## config.mk

```make
export PLATFORM = sky130hd
export DESIGN_NAME = uart_tx_sched
export DESIGN_NICKNAME = d
export VERILOG_FILES = /design/src/rtl/uart_pkg.sv /design/src/rtl/rr_arbiter.sv /design/src/rtl/uart_tx_sched.sv
export SDC_FILE = /design/constraint.sdc
export NUM_CORES = 1
export LEC_CHECK = 0
export CORE_MARGIN = 10
export CORE_UTILIZATION = 30
export DETAILED_ROUTE_END_ITERATION = 8
export PLACE_DENSITY = 0.61
export SYNTH_ARGS = -nofsm -noshare
export SYNTH_HDL_FRONTEND = slang
export SYNTH_HIERARCHICAL = 1
export SYNTH_SLANG_ARGS = --single-unit
export TNS_END_PERCENT = 100
```

## constraint.sdc

```tcl
create_clock -name CLKip -period 4.5 [get_ports CLKip]
set_input_delay 0.45 -clock CLKip [delete_from_list [all_inputs] [get_ports CLKip]]
set_output_delay 0.45 -clock CLKip [all_outputs]
set_load 0.01 [all_outputs]
```

## src/rtl/uart_pkg.sv

```systemverilog
// Shared types and constants for the uart_tx scheduler.
package uart_pkg;

    typedef enum logic [1:0] {
        IDLE      = 2'd0,
        LAUNCH    = 2'd1,
        WAIT_DONE = 2'd2
    } sched_state_t;

    localparam logic [31:0] BAUD_DEFAULT_RATE = 32'd115200;

    // Width of a counter that must be able to hold ack_timeout itself.
    function automatic int tmo_cnt_width(input int ack_timeout);
        return $clog2(ack_timeout + 1);
    endfunction

endpackage

```

## src/rtl/rr_arbiter.sv

```systemverilog
// Combinational round-robin picker: first set request after ptr, with wrap-around.
// Zero latency; no state, no backpressure.
module rr_arbiter #(
    parameter int NUM_REQ = 4,
    parameter int IDX_W   = $clog2(NUM_REQ)
) (
    input  logic [NUM_REQ-1:0] req,
    input  logic [IDX_W-1:0]   ptr,
    output logic [NUM_REQ-1:0] gnt,
    output logic [IDX_W-1:0]   idx,
    output logic               any
);

    logic [IDX_W-1:0] cand;

    always_comb begin
        gnt  = '0;
        idx  = '0;
        any  = 1'b0;
        cand = '0;
        for (int i = 1; i <= NUM_REQ; i++) begin
            cand = IDX_W'((int'(ptr) + i) % NUM_REQ);
            if (!any && req[cand]) begin
                any       = 1'b1;
                idx       = cand;
                gnt[cand] = 1'b1;
            end
        end
    end

endmodule

```

## src/rtl/uart_tx_sched.sv

```systemverilog
// Round-robin scheduler sharing one uart_tx among NUM_REQ byte streams, with packet locking.
// One byte per frame; REQ_READYo pulses the cycle after acceptance; baud changes land only between frames.
module uart_tx_sched
    import uart_pkg::*;
#(
    parameter int          NUM_REQ      = 4,
    parameter int          DATA_WDTH    = 8,
    parameter logic [31:0] BAUD_DEFAULT = BAUD_DEFAULT_RATE,
    parameter int          ACK_TIMEOUT  = 16
) (
    input  logic                           CLKip,
    input  logic                           RSTi,
    input  logic [NUM_REQ*DATA_WDTH-1:0]   REQ_DATAi,
    input  logic [NUM_REQ-1:0]             REQ_VALIDi,
    input  logic [NUM_REQ-1:0]             REQ_LASTi,
    output logic [NUM_REQ-1:0]             REQ_READYo,
    output logic [NUM_REQ-1:0]             GRANTo,
    output logic [DATA_WDTH-1:0]           TX_DATAo,
    output logic                           TX_ENo,
    input  logic                           TX_BUSYi,
    input  logic [31:0]                    BAUD_CFGi,
    input  logic                           BAUD_WEi,
    output logic [31:0]                    BAUD_RATEo,
    output logic                           ACTIVEo,
    output logic                           ERRo,
    input  logic                           ERR_CLRi
);

    localparam int IDX_W = $clog2(NUM_REQ);
    localparam int CNT_W = tmo_cnt_width(ACK_TIMEOUT);

    sched_state_t     state, state_nxt;
    logic [IDX_W-1:0] rr_ptr;
    logic             lock;
    logic             baud_pend;
    logic [31:0]      baud_pend_val;
    logic [CNT_W-1:0] tmo_cnt;

    logic [NUM_REQ-1:0] arb_req, arb_gnt;
    logic [IDX_W-1:0]   arb_idx;
    logic               arb_any;

    logic baud_apply, accept, launch_ack, launch_tmo, frame_done;

    // While locked, the current owner's grant masks out every other requester.
    assign arb_req = lock ? (REQ_VALIDi & GRANTo) : REQ_VALIDi;

    rr_arbiter #(.NUM_REQ(NUM_REQ), .IDX_W(IDX_W)) u_rr_arbiter (
        .req (arb_req),
        .ptr (rr_ptr),
        .gnt (arb_gnt),
        .idx (arb_idx),
        .any (arb_any)
    );

    assign baud_apply = (state == IDLE) && !TX_BUSYi && (baud_pend || BAUD_WEi);
    assign accept     = (state == IDLE) && !TX_BUSYi && !baud_apply && arb_any;
    assign launch_ack = (state == LAUNCH) && TX_BUSYi;
    assign launch_tmo = (state == LAUNCH) && !TX_BUSYi && (tmo_cnt == CNT_W'(ACK_TIMEOUT - 1));
    assign frame_done = (state == WAIT_DONE) && !TX_BUSYi;

    always_ff @(posedge CLKip or posedge RSTi) begin
        if (RSTi) state <= IDLE;
        else      state <= state_nxt;
    end

    always_comb begin
        state_nxt = state;
        case (state)
            IDLE:      if (accept) state_nxt = LAUNCH;
            LAUNCH:    if (launch_ack) state_nxt = WAIT_DONE;
                       else if (launch_tmo) state_nxt = IDLE;
            WAIT_DONE: if (frame_done) state_nxt = IDLE;
            default:   state_nxt = IDLE;
        endcase
    end

    always_comb begin
        ACTIVEo = (state == LAUNCH) || (state == WAIT_DONE);
    end

    always_ff @(posedge CLKip or posedge RSTi) begin
        if (RSTi) begin
            REQ_READYo    <= '0;
            GRANTo        <= '0;
            TX_DATAo      <= '0;
            TX_ENo        <= 1'b0;
            ERRo          <= 1'b0;
            BAUD_RATEo    <= BAUD_DEFAULT;
            rr_ptr        <= IDX_W'(NUM_REQ - 1);
            lock          <= 1'b0;
            baud_pend     <= 1'b0;
            baud_pend_val <= '0;
            tmo_cnt       <= '0;
        end else begin
            REQ_READYo <= accept ? arb_gnt : '0;

            if (accept) begin
                TX_DATAo <= REQ_DATAi[int'(arb_idx)*DATA_WDTH +: DATA_WDTH];
                GRANTo   <= arb_gnt;
                rr_ptr   <= arb_idx;
                lock     <= !REQ_LASTi[arb_idx];
                TX_ENo   <= 1'b1;
                tmo_cnt  <= '0;
            end

            if (state == LAUNCH) begin
                if (launch_ack) begin
                    TX_ENo <= 1'b0;
                end else if (launch_tmo) begin
                    TX_ENo <= 1'b0;
                    lock   <= 1'b0;
                    GRANTo <= '0;
                end else begin
                    tmo_cnt <= tmo_cnt + 1'b1;
                end
            end

            if (frame_done && !lock) GRANTo <= '0;

            if (launch_tmo)    ERRo <= 1'b1;
            else if (ERR_CLRi) ERRo <= 1'b0;

            // A write arriving in the apply cycle supersedes the older pending value.
            if (baud_apply) begin
                BAUD_RATEo <= BAUD_WEi ? BAUD_CFGi : baud_pend_val;
                baud_pend  <= 1'b0;
            end else if (BAUD_WEi) begin
                baud_pend     <= 1'b1;
                baud_pend_val <= BAUD_CFGi;
            end
        end
    end

endmodule

```

# Word level (Yosys, flattened, before mapping)
# Index checks and enable logic that the tools add are counted.
# W data, S select, Z words.
# op_classes
muxes,59
div_mod_pow,0
n_bitwise,4
eq_ne,6
magnitude_cmp,9
mul,0
shift,1
n_reduce_logical,29
add_sub_neg,5
# ops
op,n
$mux W4,11
$mux W32,1
$shiftx A32 B6 Y8,1
$mux W1,25
$mux W5,4
$logic_and A1 B1 Y1,16
$mux W2,8
$lt A2 B3 Y1 const B,5
$or A4 B4 Y4,3
$bmux W1 S2,5
$demux W1 S2,4
$ge A2 B1 Y1 const B,4
$logic_not A1 Y1,7
$pmux W2 S3,1
$add A5 B1 Y5 const B,1
$eq A5 B4 Y1 const B,1
$add A2 B1 Y2 const B,2
$add A2 B2 Y2 const B,2
$and A4 B4 Y4,1
$ne A2 B2 Y1 const B,2
$reduce_bool A2 Y1,2
$ne A3 B3 Y1 const B,1
$reduce_and A3 Y1,1
$eq A2 B1 Y1 const B,1
3 further kinds,4
# totals
memories,0
input_bits,77
word_cells,125
latchBits,0
romBits,0
regBits,93
output_inout_bits,51
ramBits,0

# Depth between registers and ports, before layout
# Gate-level depths: netlist (run 1).
# logic_depth
word_depth,21
ltp_mapped,13

# By module
# Netlist (run 1), hierarchy kept.
# by_module_without_submodules
mod,cells_per_inst,seq_area_each_um2,area_per_inst_um2,instances
uart_tx_sched,300,2334.7,4349.2,1
rr_arbiter,86,0.0,629.4,1

# Least setup slack after synthesis (run 1)
# OpenSTA, ideal clock, no wires.
# synth_path
path_type,register to register
from,register rr_ptr[0]
to,register TX_DATAo[0]
slack_ns,1.067
setup_time_ns,0.125
period_less_slack_ns,3.433
path_stages_with_launch,13
arrival_time_ns,3.307
path_buffers,4
cell_sequence,dfstp_2 -> buf_6 -> buf_2 -> inv_1 -> ha_1 -> clkbuf_1 -> a21oi_1 -> a211oi_1 -> a311o_1 -> a221oi_1 -> buf_2 -> mux4_2 -> mux2_4
# synth_via
elab_chain_cells,14
# synth_lines
item,line,source
start: declaration,uart_tx_sched.sv:33,logic [IDX_W-1:0] rr_ptr;
start signal: assignment,uart_tx_sched.sv:90,rr_ptr <= IDX_W'(NUM_REQ - 1);
start signal: assignment,uart_tx_sched.sv:101,rr_ptr <= arb_idx;
$add A2 B1 Y2,rr_arbiter.sv:22,cand = IDX_W'((int'(ptr) + i) % NUM_REQ);
$bmux W1 S2,rr_arbiter.sv:23,if (!any && req[cand]) begin
$mux W1 (not written as such),rr_arbiter.sv:23,
$mux W1,rr_arbiter.sv:23,
$logic_not A1 Y1,rr_arbiter.sv:23,
$logic_and A1 B1 Y1,rr_arbiter.sv:23,
$mux W1,rr_arbiter.sv:23,
$logic_not A1 Y1,rr_arbiter.sv:23,
$logic_and A1 B1 Y1,rr_arbiter.sv:23,
$mux W1,rr_arbiter.sv:23,
$logic_not A1 Y1,rr_arbiter.sv:23,
$logic_and A1 B1 Y1,rr_arbiter.sv:23,
$mux W2 (*),rr_arbiter.sv:23,
net arb_idx[0],uart_tx_sched.sv:40,logic [IDX_W-1:0] arb_idx;
$shiftx A32 B6 Y8 (*),uart_tx_sched.sv:99,TX_DATAo <= REQ_DATAi[int'(arb_idx)*DATA_WDTH +: DATA_WDTH];
end signal: assignment,uart_tx_sched.sv:99,
end: declaration,uart_tx_sched.sv:18,"output logic [DATA_WDTH-1:0] TX_DATAo,"
# Mark *: on every way through the listed nets, which the timed path passes. The rest lies on a longest branch. The select of a mux whose other input is x is not followed.
# A chain may end at the register's enable or synchronous reset.

# Worst setup path in the final report (run 1)
# Same ends and word-level chain as after synthesis.

==> metrics, run 1 <==
outcome completed; Hold Startpoint tmo_cnt[3]$_DFF_PP0_; number of cells traversed by the worst register-to-register path 9; number of enable-type register cells in the synthesized netlist 0; number of flip-flops and latches in the synthesized netlist 93; violation count after the first detailed-routing iteration 197; number of synthesis warnings 6; reg2reg setup slack 950 ps; initial antenna violation count 0; wire length of the first global-routing pass 21000 um; count of antenna diodes in the layout 0; remaining design rule violation count 0; worst skew pair latency 350 ps; buffer count from post-CTS setup fixing 0; number of cell rows 47; Data arrival, critical path 3790 ps; power density over the cells 625 nW/um^2; Crit. End Element flip-flop; post-synth net total 477; number of buffers inserted by port buffering 127; leakage power figure 2.74 nW; launch instance of the worst register-to-register path rr_ptr[0]$_DFFE_PP1P_; Worst Clk Skew 6.84 ps; Post-layout nets 600; sequential share of the synthesized area 46.9%; primary flip-flop cell chosen by synthesis mapping dfrtp_1; Syn Inst Count 386; largest net degree at the start of global routing 60; met2 layer wire length in the routed design 6900 um; Worst Hold Endpoint tmo_cnt[3]$_DFF_PP0_; buffers from clock root to sink, at most 2; hold depth 1; Hold Crit Class flip-flop to flip-flop; total clock buffers created by CTS 9; WL final 12800 um; DP Wirelength 9240 um; Critical Path RT 4730 ps; proportion of register bits with asynchronous set or reset after synthesis 100%; met3 wire length 676 um; CTS clk-pin slew, worst paths 70 ps; leading cell type in the layout, fill and taps excluded clkdlybuf4s50_1; via count of the first global-routing pass 4007; P&R area growth vs syn 35.9%; total setup violations reported at the end of the flow 0; maxcap violations 0; CTS tree yes; DIE AREA 22100 sq um; drt wl/cell 17.5 um; placeable core area 16400 sq um; mean post-synth cell area 12.9 sq um; Synth cell types 50; final worst-path cycle share 78.9%; final number of hold-violating endpoints 0; number of levels in the clock H-tree 3; upper clock frequency limit 282 MHz; post-route minimum period 3550 ps; final weighted congestion in routability-driven placement 0.958; top routing layer in use met4; vias per cell 4.95; layout cell share with drive strength beyond 1 30.9%; number of top-level pins 128; routed length on met1 4980 um; Initial Util 30.3%; number of nets still failing antenna checks after routing 0; kind of launch point of the worst setup path flip-flop; cell total after placement 718; Chip Height 149 um; Worst Path Max Fanout 21; summed negative setup slack over all endpoints 0 ps; die boundary width 149 um; Resized cells post-CTS 0; GRT overflow 0; final setup margin 948 ps; clock net sink count 93; unrepaired setup endpoints after global routing false; transition time at the pin with the least slew margin 1040 ps; max_slew headroom 30.7%; Initial DRT Pass Iterations 5; clk root buf clkbuf_16; launching instance or port of the critical path rr_ptr[0]$_DFFE_PP1P_; most used cells in the layout excluding fill and tap cells clkdlybuf4s50_1 (126), mux2_2 (101), dfrtp_1 (87); final number of max-transition violations 0; filler-free cell count of the finished design 734; aggregate global-route resource usage 11.8%; netlist area before placement 4980 sq um; post-placement setup slack 979 ps; CTS hold repair buffers 0; Setup Crit Path Kind flip-flop to flip-flop; capture point of the worst reg-to-reg path TX_DATAo[0]$_DFFE_PP0P_; Via Count 3631; worst vdd ir 0.271 mV
-- per-layer routing --
| layer | up-vias | GRT usage [%] |
|---|---|---|
| met1 | 1813 | 12.8 |
| li1 | 1667 | - |
| met5 | - | 0 |
| met4 | 0 | 5.30 |
| met3 | 22 | 2.55 |
| met2 | 129 | 21.6 |
-- flip-flops by register name, summed over array words and instances (netlist names) --
register / cells
REQ_READYo: 4
state: 2
baud_pend_val: 32
rr_ptr: 2
BAUD_RATEo: 32
ERRo: 1
TX_DATAo: 8
tmo_cnt: 5
baud_pend: 1
GRANTo: 4
lock: 1
TX_ENo: 1
-- cells by family after synthesis --
kind of cell | after synthesis | synth area share, %
flops | 93 | 46.9
compound gates | 56 | 7.79
buf+inv | 45 | 4.47
fa+ha+maj | 14 | 3.52
mux | 124 | 30.9
simple gates | 54 | 6.46
-- layout make-up --
class / instances / area (sq um)
Clock buffer: 9 / 225
Clock inverter: 7 / 86.3
Fill cell: 1513 / 9640
Inverter: 22 / 85.1
Multi-Input combinational cell: 248 / 2430
Sequential cell: 93 / 2330
Tap cell: 220 / 275
Timing Repair Buffer: 135 / 1330
-- synthesized netlist by cell type (all sizes together) (2+ instances only) --
cell    instances  share of area [%]
o22ai           3               0.38
ha             14                3.5
or3b            3               0.58
a21oi          12                1.2
a211oi          3               0.45
nand2          13               0.98
clkbuf          7               0.53
or3             4               0.50
a21boi          4               0.60
o21a            2               0.30
buf            16                2.3
inv            22                1.7
nand3           7               0.70
mux4           11                5.0
mux2i           5                1.0
a31oi           6               0.75
mux2          108                 25
nor3b           3               0.55
nand2b          4               0.55
o31ai           4               0.60
dfrtp          87                 44
dfstp           6                3.2
nor2            9                1.1
o21ai          10                1.1
a2111o          4               0.90
nand4           6               0.75
-- where the power goes --
part / leakage [nW] / switching [W] / internal, W / total [W]
sequential: 1.12 / 0.000227 / 0.00119 / 0.00141
clock: 0.151 / 0.000366 / 0.000445 / 0.000811
combinational: 1.47 / 0.000877 / 0.00113 / 0.00200
-- through the flow --
| stage | hold WS (ps) | area, sq um | total power, W | utilization (%) |
|---|---|---|---|---|
| 5_1_grt | 522 | 6770 | 0.00451 | 41.2 |
| 2_1_floorplan | 444 | 4980 | 0.00264 | - |
| 3_3_place_gp | 464 | 6450 | 0.00339 | 39.3 |
| 4_1_cts | 497 | 6770 | 0.00429 | 41.2 |
| 3_5_place_dp | 483 | 6450 | 0.00344 | 39.3 |
| 6_report | 494 | 6770 | 0.00423 | 41.2 |
-- worst max-delay path, stage by stage (launching register included) --
cell	delay, ps
dfstp_2	790
inv_1	200
ha_1	480
a21oi_1	180
a211oi_1	70
a311o_1	370
a221oi_2	270
buf_4	270
mux4_2	520
mux2_4	270
-- worst max path at each step --
stage                         endpoint
2_1_floorplan  TX_DATAo[0]$_DFFE_PP0P_
4_1_cts        TX_DATAo[0]$_DFFE_PP0P_
3_3_place_gp   TX_DATAo[4]$_DFFE_PP0P_
6_report       TX_DATAo[0]$_DFFE_PP0P_
3_5_place_dp   TX_DATAo[0]$_DFFE_PP0P_
5_1_grt        TX_DATAo[0]$_DFFE_PP0P_
(Power assumes the default switching activity.)
==> inputs of run 2 (changes only) <==
--- a/config.mk
+++ b/config.mk
@@ -8,7 +8,7 @@
 export CORE_MARGIN = 10
 export CORE_UTILIZATION = 30
 export DETAILED_ROUTE_END_ITERATION = 8
-export PLACE_DENSITY = 0.61
+export PLACE_DENSITY = 0.62
 export SYNTH_ARGS = -nofsm -noshare
 export SYNTH_HDL_FRONTEND = slang
 export SYNTH_HIERARCHICAL = 1
==> constraint.sdc (replaced) <==
create_clock -name CLKip -period 3.2 [get_ports CLKip]
set_input_delay 0.32 -clock CLKip [delete_from_list [all_inputs] [get_ports CLKip]]
set_output_delay 0.32 -clock CLKip [all_outputs]
set_load 0.01 [all_outputs]
==> metrics, run 2 (same netlist as run 1, synthesis figures left out) <==
CTS hold repair buffers 0; number of top-level pins 128; largest registers BAUD_RATEo: 32 flops, baud_pend_val: 32 flops, TX_DATAo: 8 flops; flip-flop and latch area 2330 sq um; total clock buffers created by CTS 9; Worst Clk Skew 6.34 ps; leakage power figure 2.77 nW; clock net sink count 93; Critical path buffers and inverters 2; max_slew headroom 64.4%; initial antenna violation count 0; number of nets still failing antenna checks after routing 0; power density over the cells 882 nW/um^2; buffers from clock root to sink, at most 2; Resized cells post-CTS 0; worst vdd ir 0.354 mV; Worst Path Max Fanout 11; final number of hold-violating endpoints 0; aggregate global-route resource usage 11.7%; largest net degree at the start of global routing 94; worst skew pair latency 350 ps; violation count after the first detailed-routing iteration 214; layout filler cell count 1548; number of cell rows 47; Critical Path RT 3430 ps; Via Count 3606; count of antenna diodes in the layout 0; P&R area growth vs syn 37.0%; number of buffers inserted by port buffering 127; total setup violations reported at the end of the flow 0; final weighted congestion in routability-driven placement 0.831; crit path max-delay cell type dfstp_2; drt wl/cell 17.7 um; met2 layer wire length in the routed design 7150 um; routed length on met1 5130 um; die boundary width 149 um; kind of launch point of the worst setup path flip-flop; most used cells in the layout excluding fill and tap cells clkdlybuf4s50_1 (126), mux2_2 (101), dfrtp_1 (87); buffer count from post-CTS setup fixing 0; Hold Startpoint BAUD_WEi; maxcap violations 0; post-route minimum period 3060 ps; leading cell type in the layout, fill and taps excluded clkdlybuf4s50_1; Crit. End Element flip-flop; placeable core area 16400 sq um; final worst-path cycle share 95.5%; GRT overflow 0; wire length of the first global-routing pass 21000 um; peak per-stage delay on the critical path 530 ps; Initial Util 30.3%; layout cell share with drive strength beyond 1 31.7%; reg2reg setup slack 140 ps; Setup Crit Path Kind flip-flop to flip-flop; summed negative setup slack over all endpoints 0 ps; DIE AREA 22100 sq um; top routing layer in use met4; unrepaired setup endpoints after global routing false; CTS tree yes; clk root buf clkbuf_16; WL final 13000 um; launch instance of the worst register-to-register path rr_ptr[1]$_DFFE_PP1P_; outcome completed; Data arrival, critical path 3290 ps; CTS clk-pin slew, worst paths 70 ps; Initial DRT Pass Iterations 4; remaining design rule violation count 0; final number of max-transition violations 0; Hold Crit Class input pin to flip-flop; delay-heaviest family, CP compound AO/OA/AOI/OAI gates; launching instance or port of the critical path rr_ptr[1]$_DFFE_PP1P_; number of levels in the clock H-tree 3; DP Wirelength 9480 um; Chip Height 149 um; transition time at the pin with the least slew margin 519 ps; vias per cell 4.89; upper clock frequency limit 327 MHz; chain of cells forming the critical path inv_1, ha_2, a21oi_1, a211oi_1, a311o_1, a221oi_2, buf_12, mux4_2, mux2_4; footprint of the multi-input gates 2430 sq um; Post-layout nets 604; met3 wire length 482 um; via count of the first global-routing pass 3951; total power 0.00602 W
[run 2: cell count changes in the layout (fill, tap and decap cells not counted)]
cell	change
buf_12	+2
buf_4	+2
clkinv_2	+1
ha_1	-1
ha_2	+1
inv_4	-1
[run 2: layer usage]
metal	GRT usage, %	vias to the layer above
met4	5.20	0
met1	12.9	1805
met3	2.09	23
met2	21.5	104
li1	-	1674
met5	0	-
[run 2: through the flow]
step,instances,cell area [sq um],hold WS (ps),utilization (%),setup slack (ps)
2_1_floorplan,386,5000,429,-,7.62
3_3_place_gp,722,6510,466,39.7,168
3_5_place_dp,722,6510,482,39.7,61.3
4_1_cts,738,6820,380,41.6,48.6
5_1_grt,738,6820,389,41.6,27.1
6_report,738,6820,375,41.6,143
[run 2: final timing paths]
| path | to | cells past startpoint |
|---|---|---|
| hold / removal | baud_pend$_DFFE_PP0P_ | 3 |
| hold reg to reg | TX_ENo$_DFF_PP0_ | 1 |
| setup / recovery | TX_DATAo[0]$_DFFE_PP0P_ | 9 |
| min in group asynchronous | TX_DATAo[4]$_DFFE_PP0P_ | 3 |
| setup reg to reg | TX_DATAo[0]$_DFFE_PP0P_ | 9 |
| max in group asynchronous | BAUD_RATEo[15]$_DFFE_PP1P_ | 3 |
[run 2: layout make-up]
class,count,share of cell area (%)
multi-input combinational,248,35.7
inverter,22,1.23
clock inverter,7,1.27
tap,220,4.04
clock buffer,9,3.30
sequential,93,34.2
timing repair buffer,139,20.2
[run 2: power breakdown]
part	internal [W]	total, W	switching, W
combinational	0.00164	0.00294	0.00130
sequential	0.00167	0.00194	0.000277
clock	0.000626	0.00114	0.000511
total	0.00393	0.00602	0.00208
[run 2: tightest hold or removal path: stages]
cell,delay (ps)
buf_2,150
nor2_1,90
nor2_1,110
==> inputs of run 3 (changes only) <==
--- a/config.mk
+++ b/config.mk
@@ -7,7 +7,9 @@
 export LEC_CHECK = 0
 export CORE_MARGIN = 10
 export CORE_UTILIZATION = 30
+export CTS_CLUSTER_SIZE = 14
 export DETAILED_ROUTE_END_ITERATION = 8
+export HOLD_SLACK_MARGIN = 0.02
 export PLACE_DENSITY = 0.62
 export SYNTH_ARGS = -nofsm -noshare
 export SYNTH_HDL_FRONTEND = slang
==> results of run 3 <==
Same layout as run 2: the final DEF is identical, and so are final timing and power.
